$ cat src/rtl/user_sprite_writer.sv
// Sprite RAM write-side loader: raster pixel stream in, addressed RAM writes out.
// Define USER_SPRITE_WRITER_MIRROR_EN to honour `flip` (horizontal mirroring).
module user_sprite_writer #(
    parameter int ADDR_W = 19,
    parameter int DATA_W = 4
) (
    input  logic              Clk,
    input  logic              Reset,
    input  logic              load_start,
    input  logic [9:0]        user_sizeX,
    input  logic [9:0]        user_sizeY,
    input  logic              flip,
    input  logic              in_valid,
    input  logic [DATA_W-1:0] in_data,
    output logic              in_ready,
    output logic              we,
    output logic [ADDR_W-1:0] write_address,
    output logic [DATA_W-1:0] write_data,
    output logic              busy,
    output logic              done,
    output logic              size_err
);

    typedef enum logic [1:0] {IDLE, SETUP, LOAD, FINISH} state_t;

    localparam logic [63:0] LIMIT = 64'd1 << ADDR_W;

    state_t            state, state_nxt;
    logic [9:0]        sx, sy, col, row;
    logic              err;
    logic [ADDR_W-1:0] row_base;
    logic [ADDR_W-1:0] addr;
    logic [19:0]       total;
    logic              size_bad;
    logic              xfer;
    logic              last_col;
    logic              last_pix;

`ifdef USER_SPRITE_WRITER_MIRROR_EN
    logic              flip_q;
`else
    logic              flip_unused;
    assign flip_unused = flip;
`endif

    assign total    = {10'd0, sx} * {10'd0, sy};
    assign size_bad = (sx == 10'd0) || (sy == 10'd0) || (64'(total) > LIMIT);
    assign last_col = (col == sx - 10'd1);
    assign last_pix = last_col && (row == sy - 10'd1);
    assign xfer     = in_valid && in_ready;

`ifdef USER_SPRITE_WRITER_MIRROR_EN
    assign addr = flip_q ? row_base + ADDR_W'(sx - 10'd1 - col)
                         : row_base + ADDR_W'(col);
`else
    assign addr = row_base + ADDR_W'(col);
`endif

    always_ff @(posedge Clk) begin
        if (Reset) state <= IDLE;
        else       state <= state_nxt;
    end

    always_comb begin
        state_nxt = state;
        in_ready  = 1'b0;
        case (state)
            IDLE:   if (load_start) state_nxt = SETUP;
            SETUP:  state_nxt = size_bad ? FINISH : LOAD;
            LOAD: begin
                in_ready = 1'b1;
                if (in_valid && last_pix) state_nxt = FINISH;
            end
            FINISH: state_nxt = IDLE;
            default: state_nxt = IDLE;
        endcase
    end

    always_ff @(posedge Clk) begin
        if (Reset) begin
            we            <= 1'b0;
            write_address <= '0;
            write_data    <= '0;
            busy          <= 1'b0;
            done          <= 1'b0;
            size_err      <= 1'b0;
            sx            <= '0;
            sy            <= '0;
            col           <= '0;
            row           <= '0;
            row_base      <= '0;
            err           <= 1'b0;
`ifdef USER_SPRITE_WRITER_MIRROR_EN
            flip_q        <= 1'b0;
`endif
        end else begin
            we       <= xfer;
            done     <= 1'b0;
            size_err <= 1'b0;
            if (xfer) begin
                write_address <= addr;
                write_data    <= in_data;
            end
            case (state)
                IDLE: if (load_start) begin
                    sx   <= user_sizeX;
                    sy   <= user_sizeY;
                    busy <= 1'b1;
`ifdef USER_SPRITE_WRITER_MIRROR_EN
                    flip_q <= flip;
`endif
                end
                SETUP: begin
                    err      <= size_bad;
                    col      <= '0;
                    row      <= '0;
                    row_base <= '0;
                end
                // Row base advances by sizeX per completed row, so no multiplier in the address path.
                LOAD: if (xfer) begin
                    if (last_col) begin
                        col      <= '0;
                        row      <= row + 10'd1;
                        row_base <= row_base + ADDR_W'(sx);
                    end else begin
                        col <= col + 10'd1;
                    end
                end
                FINISH: begin
                    done     <= 1'b1;
                    size_err <= err;
                    busy     <= 1'b0;
                end
                default: ;
            endcase
        end
    end

endmodule

$ cat config.mk
export PLATFORM = sky130hd
export DESIGN_NAME = user_sprite_writer
export DESIGN_NICKNAME = d
export VERILOG_FILES = /design/src/rtl/user_sprite_writer.sv
export SDC_FILE = /design/constraint.sdc
export NUM_CORES = 1
export LEC_CHECK = 0
export ABC_AREA = 1
export BUFFER_PORTS_ARGS = -buffer_cell sky130_fd_sc_hd__buf_2
export CAP_MARGIN = 20
export CORE_UTILIZATION = 30
export DETAILED_ROUTE_END_ITERATION = 10
export GPL_TIMING_DRIVEN = 0
export HOLD_SLACK_MARGIN = 0.15
export PLACE_DENSITY = 0.49
export SLEW_MARGIN = 10
export SYNTH_ARGS = -nofsm -noshare
export SYNTH_HDL_FRONTEND = slang
export SYNTH_SLANG_ARGS = --single-unit
$ cat constraint.sdc
create_clock -name Clk -period 6.8 [get_ports Clk]
set_clock_uncertainty 0.05 [all_clocks]
set_input_delay 1.36 -clock Clk [delete_from_list [all_inputs] [get_ports Clk]]
set_output_delay 1.36 -clock Clk [all_outputs]
set_load 0.01 [all_outputs]
After elaboration in Yosys (flattened, before gate mapping) --
Cells that the tools add are included.
Storage, ports and cells: word-level logic and storage cells 64, bits of input ports 29, register bits 89, output and inout bits 28
Cells by class: reductions and logical operators 16, bitwise operators 1, muxes and demuxes 17, add/sub/neg operators 6, multipliers 1, equal/unequal tests 9, magnitude comparators 1
Operators by type and width (count):
- $mux W10 | 4
- $pmux W10 S2 | 2
- $add A19 B10 Y19 | 2
- $mux W19 | 2
- $pmux W19 S2 | 1
- $add A10 B1 Y10 const B | 2
- $eq A10 B10 Y1 | 2
- $gt A20 B20 Y1 const B | 1
- $logic_not A10 Y1 | 2
- $mul A10 B10 Y20 | 1
- $sub A10 B1 Y10 const B | 2
- $ne A2 B2 Y1 const B | 4
- $pmux W2 S4 | 1
- $reduce_and A2 Y1 | 4
- $eq A2 B2 Y1 const B | 2
- $mux W1 | 4
- $mux W2 | 2
- $reduce_bool A2 Y1 | 2
- $logic_and A1 B1 Y1 | 3
- $reduce_and A3 Y1 | 1
- $eq A2 B1 Y1 const B | 1
- $logic_not A2 Y1 | 1
- $logic_or A1 B1 Y1 | 2
- $pmux W1 S2 | 1
- other kinds (2) | 2

Logic depth before layout (Yosys ltp) --
Gate-level depths: netlist (run 1).
depth in word-level cells 6, gate-level depth with buffers 32, depth with buffers taken out 30

Least setup slack after synthesis (run 1) --
No wires, ideal clock.
kind register -> register, start point register sx[6], end point register state[0], arrival 4.966 ns, stages on the path, launching flop included 32, buffers on the path 2, path slack 1.651 ns, cell sequence dfxtp_1 -> buf_2 -> clkbuf_1 -> nand2_1 -> fa_1 -> inv_1 -> fa_1 -> inv_1 -> fa_1 -> inv_1 -> fa_1 -> inv_1 -> fa_1 -> inv_1 -> ha_1 -> nand2_1 -> nor2_1 -> nand3_1 -> nand2_1 -> nand2_1 -> nand2_1 -> nand2_1 -> nor2_1 -> nand2_1 -> nor2_1 -> nand3_1 -> nand2_1 -> nand2_1 -> nand2_1 -> nand2_1 -> nand2_1 -> a21oi_1
Between the ends: cells in the longest elaborated chain, start to end 6, elaborated cells between the ends (all ways) 13
RTL lines:
- from (decl) | RTL line 29 | logic [9:0] sx, sy, col, row;
- from (signal assigned) | RTL line 106 | sx <= user_sizeX;
- parallel branches: the longest is 6 deep, another holds $mul A10 B10 Y20
- to (signal assigned) | RTL line 61 | else state <= state_nxt;
- to (decl) | RTL line 28 | state_t state, state_nxt;
Parallel ways; which one is timed is not known. A chain may end at the register's enable or synchronous reset.

Worst setup path in the final report (run 1) --
start point register sx[5], end point register state[0]
Same word-level chain as after synthesis.

==> flow_summary.ini, run 1 <==
[clock_network]
ctsRootBufferMaster = sky130_fd_sc_hd__clkbuf_16
tritoncts.num_buffers = 9
post_cts_resize_count = 0
ctsHtreeMaxLevel = 3
clock_tree_from_tritoncts = yes
postCtsHoldBufs = 0
post-cts-setup-buffers = 0
worst_skew_pair.late_latency_ps = 360
cts.sink_count = 89
clock_slew_seen_by_the_registers_of_the_worst_setup_and_hold_paths_ps = 70
cts.path.max_buffers = 2

[timing]
setup_violations = 0
final.setup.tns_ps = 0
final.min_clock_period_ps = 6180
worst_pin_slew_ps = 913
layout_setup_ws_ps = 621
rsz0062_at_grt = no
achievable-frequency_ghz = 0.162
hold_viol_final = 0
layout_worst_path_cycle_share_pct = 90.9
hold-worst-slack_ps = 416
final_max_slew_viol_count = 0
headroom_to_the_max_slew_limit_pct = 38.9

[power_and_ir_drop]
clockPowerShare_pct = 17.5
total_leakage_power_uw = 0.00550
total_power_consumption_uw = 2850
p_seq_share_pct = 24.6
worst_ir_drop_vdd_v = 0.000129
netSwitchingFraction_pct = 49.1
total_switching_power_uw = 1400
power.combinational.fraction_pct = 57.9
power.internal_uw = 1450
power_density_mw_per_mm2 = 277

[route]
antenna_left = 0
route.vias.total = 8578
totalWireLength_mm = 27.0
remaining_drc_errors = 0
avgRoutedWirePerCell_um = 14.8
dr.pass1.iters = 5
dr.first_iter.drc_count = 554
route.detailed.vias_per_inst = 4.71

[grt]
gr-total-overflow = 0
antenna_violations_before_repair = 0
maximum_number_of_pins_on_one_net_before_global_route_repair = 18
track_usage_pct = 17.9
first_global_vias = 8278
grt_first_pass_wirelength_mm = 43.9

[critical_path]
critical_path.slowest_cell = sky130_fd_sc_hd__clkbuf_1
crit_path_end_kind = register
critical_path.most_common_cell = sky130_fd_sc_hd__nand2_1
critPathKind = reg2reg
cp.buffers_inverters = 7
worst-endpoint-required_ps = 6960
path_max_fanout = 10
timing.critical_path.slowest_cell_delay_ps = 580
startpoint_type = register
worst_ep_arrival_time_ps = 6340
critical_path.top_delay_family = adder cells

[synth]
number_of_distinct_standard_cells_referenced_by_the_synthesized_netlist = 46
synth.net_count = 1537
synth_top_family_by_area = simple AND/OR/NAND/NOR gates
postSynthRegisterBits = 89
netlist.top_cell.by_area = sky130_fd_sc_hd__dfxtp_1
yosys.area.top_type_share_pct = 19.3
yosys.area_share.simple_pct = 25.7
synth_sequential_area_ratio_pct = 19.3
yosys.area_share.xor_xnor_pct = 5.10
postSynth.topFlopCell = sky130_fd_sc_hd__dfxtp_1
synth-adder-area-share_pct = 25.2
synth_edf_count = 0
post_synth_main_area_contributors = sky130_fd_sc_hd__dfxtp_1 (19%), sky130_fd_sc_hd__fa_1 (14%), sky130_fd_sc_hd__nand2_1 (13%)
post_synth_instance_area_mm2 = 0.00922
netlist_instances = 1361
async_reset_ff_share_pct = 0
synth_area_per_cell_um2 = 6.77
synth_compound_gate_area_share_pct = 11.7
yosys_warnings = 0
synth.mux.area_fraction_pct = 0

[floorplan]
dieHeight_um = 177
core_region_area_mm2 = 0.0300
die-area_mm2 = 0.0314
num_rows = 63
io-pin-count = 57
fp.dieW_um = 177
start_util_pct = 30.8

[flow_run]
maxCapViolations = 0

[layout]
drive_above_1_share_pct = 6.56
final_cell_mix = sky130_fd_sc_hd__nand2_1 (323), sky130_fd_sc_hd__inv_1 (261), sky130_fd_sc_hd__nor2_1 (116)
layout_commonest_cell = sky130_fd_sc_hd__nand2_1
design.final.nets = 1603
number_of_antenna_repair_diodes = 0
area.growth.synth_to_final_pct = 11.4

[hold_path]
worstHoldPathType = reg2reg

[placement]
dp_slack_ps = 574
routabilityCongestion = 0.862
hpwlAfterDp_mm = 21.8
buffer_ports.inserted = 55

[status]
run_status = completed
synthesized netlist by cell type, types with 4 or more instances:
cell,number
sky130_fd_sc_hd__nand2_1,323
sky130_fd_sc_hd__inv_1,261
sky130_fd_sc_hd__nor2_1,116
sky130_fd_sc_hd__a21oi_1,91
sky130_fd_sc_hd__dfxtp_1,89
sky130_fd_sc_hd__ha_1,83
sky130_fd_sc_hd__o21ai_0,78
sky130_fd_sc_hd__nand3_1,72
sky130_fd_sc_hd__fa_1,64
sky130_fd_sc_hd__clkbuf_1,35
sky130_fd_sc_hd__xor2_1,31
sky130_fd_sc_hd__nor3_1,17
sky130_fd_sc_hd__xnor2_1,15
sky130_fd_sc_hd__nand4_1,14
sky130_fd_sc_hd__o32ai_1,6
sky130_fd_sc_hd__nand3b_1,5
sky130_fd_sc_hd__o31ai_1,5
sky130_fd_sc_hd__or2_2,5
sky130_fd_sc_hd__a31oi_1,4
sky130_fd_sc_hd__buf_6,4
sky130_fd_sc_hd__nor4_1,4
final timing paths:
| kind | start | end | slack [ps] | cells past startpoint |
|---|---|---|---|---|
| max | sx[5]$_SDFFE_PP0P_ | state[0]$_SDFFE_PP0P_ | 620 | 30 |
| min | err$_SDFFE_PP0P_ | err$_SDFFE_PP0P_ | 420 | 2 |
| max reg2reg | sx[5]$_SDFFE_PP0P_ | state[0]$_SDFFE_PP0P_ | 620 | 30 |
| min reg2reg | err$_SDFFE_PP0P_ | err$_SDFFE_PP0P_ | 420 | 2 |
flip-flops by register name, indices dropped and copies added, names as in the netlist, 2 cells and up:
signal         cells
write_address     19
row               10
row_base          19
sx                10
col               10
write_data         4
sy                10
state              2
power by group through the flow:
| stage | sequential, µW | clock [µW] | combinational (µW) |
|---|---|---|---|
| 6_report | 699 | 498 | 1650 |
| 3_3_place_gp | 714 | 0 | 1650 |
| 2_1_floorplan | 690 | 0 | 1200 |
| 5_1_grt | 712 | 535 | 1890 |
| 4_1_cts | 702 | 512 | 1670 |
| 3_5_place_dp | 712 | 0 | 1660 |
metrics by stage:
stage                     utilization, %  instances  instance area [µm²]
after detailed placement            33.3       1806                 9980
after CTS                           34.3       1822                10300
after global placement              33.3       1806                 9980
final                               34.3       1822                10300
after floorplan                        -       1361                 9220
after global routing                34.3       1822                10300
layout make-up:
type / instances / area, µm²
timing repair buffer: 55 / 275
multi-input combinational: 963 / 6240
tap: 390 / 488
fill: 3318 / 19700
buffer: 44 / 198
clock buffer: 9 / 225
sequential: 89 / 1780
inverter: 265 / 1000
clock inverter: 7 / 60.1
cells by family after synthesis:
family                   after synthesis
XOR/XNOR                              49
flip-flops                            89
AO/OA/AOI/OAI                        200
buffers and inverters                309
AND/OR/NAND/NOR                      567
adder cells (fa/ha/maj)              147
routing by layer:
| metal | GRT usage, % | vias to the layer above | share of wire [%] |
|---|---|---|---|
| met1 | 25.3 | 3978 | 49 |
| met3 | 2.51 | 15 | 4.9 |
| met4 | 3.74 | 0 | 1.2 |
| met2 | 28.8 | 183 | 45 |
| met5 | 0 | - | 0 |
| li1 | - | 4402 | - |
worst min-delay path, cell delays in order (launching register included):
cell and delay [ps]:
sky130_fd_sc_hd__dfxtp_1 310, sky130_fd_sc_hd__nand2_1 60, sky130_fd_sc_hd__a21oi_1 60
(Power assumes the default switching activity.)
==> run 2, diff against run 1 <==
ABC_AREA = unset   (was 1)
PLACE_DENSITY = 0.47   (was 0.49)
SKIP_LAST_GASP = 1   (was unset)
==> run 2 against run 1 <==
Against the previous run: fmax is 3.9% lower; core utilization is 0.21 points higher; via count down 13%; first-iteration DRC count fell by 7.6%; clock-buffer cell count unchanged; synthesized cell count is 22% lower; sequential share of layout area increased by 1.0 points; routed wire length down 8.1%; largest cell class unchanged.
==> flow_summary.ini, run 2 <==
[timing]
rsz0062_at_grt = no
worst_pin_slew_ps = 856
final.setup.tns_ps = 0
hold-worst-slack_ps = 402
achievable-frequency_ghz = 0.156
hold_viol_final = 0
final_max_slew_viol_count = 0
layout_worst_path_cycle_share_pct = 94.5
setup_violations = 0
final.min_clock_period_ps = 6430
headroom_to_the_max_slew_limit_pct = 42.6

[synth]
synth_area_per_cell_um2 = 8.11
yosys.cell_count.top_type = sky130_fd_sc_hd__nand2_1
synth_sequential_area_ratio_pct = 20.6
async_reset_ff_share_pct = 0
synthTopCellsByCount = sky130_fd_sc_hd__nand2_1 (138), sky130_fd_sc_hd__dfxtp_1 (89), sky130_fd_sc_hd__a21oi_1 (88)
synth_edf_count = 0
yosys_warnings = 0
yosys.area.top_type_share_pct = 20.6
postSynth.topFlopCell = sky130_fd_sc_hd__dfxtp_1
post_synth_instance_area_mm2 = 0.00865
netlist.top_cell.by_area = sky130_fd_sc_hd__dfxtp_1
postSynthRegisterBits = 89
number_of_distinct_standard_cells_referenced_by_the_synthesized_netlist = 68
post_synth_main_area_contributors = sky130_fd_sc_hd__dfxtp_1 (21%), sky130_fd_sc_hd__fa_1 (15%), sky130_fd_sc_hd__ha_1 (12%)
synth.net_count = 1243
netlist_instances = 1067

[floorplan]
io-pin-count = 57
start_util_pct = 30.8
dieHeight_um = 172
core_region_area_mm2 = 0.0281
fp.dieW_um = 172
die-area_mm2 = 0.0295
num_rows = 61

[clock_network]
post_cts_resize_count = 0
ctsRootBufferMaster = sky130_fd_sc_hd__clkbuf_16
cts.sink_count = 89
clock_tree_from_tritoncts = yes
clock_slew_seen_by_the_registers_of_the_worst_setup_and_hold_paths_ps = 60
cts.path.max_buffers = 2
post-cts-setup-buffers = 0
ctsHtreeMaxLevel = 3
worst_skew_pair.late_latency_ps = 340
postCtsHoldBufs = 0
tritoncts.num_buffers = 9

[critical_path]
crit_path_cell_trace = clkbuf_1, nand2_1, fa_1, fa_1, inv_1, fa_1, fa_1, fa_1, ha_1, clkbuf_1, nand2_1, o32ai_1, or4_1, or4_1, nor3_1, o2111ai_1, o31ai_2, a22oi_1
worst_ep_arrival_time_ps = 6590
path_max_fanout = 10
crit_path_end_kind = register
critical_path.top_delay_family = adder cells
timing.critical_path.slowest_cell_delay_ps = 540
cp.buffers_inverters = 3
startpoint_type = register
ff2ff_path_depth = 18
path_depth = 18
critical_path.slowest_cell = sky130_fd_sc_hd__fa_1
critical_path.most_common_cell = sky130_fd_sc_hd__fa_1
worst-endpoint-required_ps = 6960
critPathKind = reg2reg

[route]
avgRoutedWirePerCell_um = 16.4
route.detailed.vias_per_inst = 4.92
antenna_left = 0
wl_met1_mm = 13.3
top_signal_layer_used = met4
met2RoutedLength_mm = 10.8
dr.first_iter.drc_count = 512
route.vias.total = 7437
detailroute.wirelength.met3_um = 605
dr.pass1.iters = 7
remaining_drc_errors = 0
totalWireLength_mm = 24.8

[placement]
buffer_ports.inserted = 55
routabilityCongestion = 0.864
hpwlAfterDp_mm = 19.7

[grt]
track_usage_pct = 17.6
first_global_vias = 7492
maximum_number_of_pins_on_one_net_before_global_route_repair = 14
antenna_violations_before_repair = 0
grt_first_pass_wirelength_mm = 40.3
gr-total-overflow = 0

[power_and_ir_drop]
total_power_consumption_uw = 2100
worst_ir_drop_vdd_v = 0.000133
power_density_mw_per_mm2 = 217
total_leakage_power_uw = 0.00437

[layout]
drive_above_1_share_pct = 8.29
multiInputGateArea_mm2 = 0.00634
area.growth.synth_to_final_pct = 11.9
layout.area.seq_mm2 = 0.00178
design.final.nets = 1308
largestRegisters = row_base: 19 flops, write_address: 19 flops
number_of_antenna_repair_diodes = 0
final_cell_mix = sky130_fd_sc_hd__nand2_1 (138), sky130_fd_sc_hd__dfxtp_1 (89), sky130_fd_sc_hd__a21oi_1 (88)
fillCellCount = 3064
layout_commonest_cell = sky130_fd_sc_hd__nand2_1

[hold_path]
worstHoldPathType = reg2reg
whs_path_depth = 2

[flow_run]
maxCapViolations = 0

[status]
run_status = completed
## run 2: cell count changes after synthesis, sizes merged, moves of 8 or more
cell | previous run | this run
nand2 | 326 | 138
inv | 264 | 81
and2 | 1 | 70
nor2 | 117 | 69
o21ai | 81 | 33
nand3 | 73 | 40
xnor2 | 15 | 38
nor2b | 0 | 13
a21o | 1 | 13
a211oi | 1 | 11
clkbuf | 35 | 45
nand2b | 1 | 10
nor3b | 0 | 8
## run 2: stage by stage
| step | cell area [µm²] | instances | worst slack (ps) | utilization [%] |
|---|---|---|---|---|
| 2_1_floorplan | 8650 | 1067 | 978 | - |
| 6_report | 9690 | 1512 | 371 | 34.5 |
| 5_1_grt | 9690 | 1512 | 52.7 | 34.5 |
| 3_5_place_dp | 9400 | 1500 | 43.1 | 33.5 |
| 4_1_cts | 9680 | 1513 | 13.3 | 34.4 |
| 3_3_place_gp | 9400 | 1500 | 30.6 | 33.5 |
## run 2: cells by family (layout without fill, tap and decap cells)
logic type | count (synthesis) | in the layout | share of synthesized area, %
buffers and inverters | 138 | 205 | 6.20
multiplexers | 5 | 5 | 0.593
adder cells (fa/ha/maj) | 147 | 147 | 26.8
flip-flops | 89 | 89 | 20.6
AO/OA/AOI/OAI | 208 | 208 | 15.2
XOR/XNOR | 67 | 67 | 6.78
AND/OR/NAND/NOR | 413 | 413 | 23.9
## run 2: worst paths after layout
path	start	endpoint	slack [ps]
worst min-delay path	write_address[8]$_SDFFE_PP0P_	write_address[8]$_SDFFE_PP0P_	400
worst min register to register	write_address[8]$_SDFFE_PP0P_	write_address[8]$_SDFFE_PP0P_	400
worst max-delay path	sy[6]$_SDFFE_PP0P_	state[0]$_SDFFE_PP0P_	370
worst max register to register	sy[6]$_SDFFE_PP0P_	state[0]$_SDFFE_PP0P_	370
## run 2: routing by layer
layer  vias to the layer above  track usage (%)
met2                        95             27.4
li1                       3763                -
met1                      3569             26.3
met3                        10             2.20
met5                         -                0
met4                         0             2.35
## run 2: area by class of cell
class	instances	share of cell area, %
plain buffers	56	2.47
clock buffers	9	2.32
clock inverters	4	0.491
inverters	81	3.14
multi-input cells	840	65.5
flip-flops and latches	89	18.4
well taps	378	4.88
repair buffers	55	2.84
## run 2: power breakdown
part	switching, µW	leakage, µW	total (µW)	internal, µW
clock	209	0.000133	487	278
sequential	62.2	0.000721	633	571
combinational	626	0.00352	981	356
## run 2: worst min-delay path, stage by stage (launching register included)
cell	delay [ps]
sky130_fd_sc_hd__dfxtp_1	310
sky130_fd_sc_hd__nand2_1	50
sky130_fd_sc_hd__a21oi_1	50
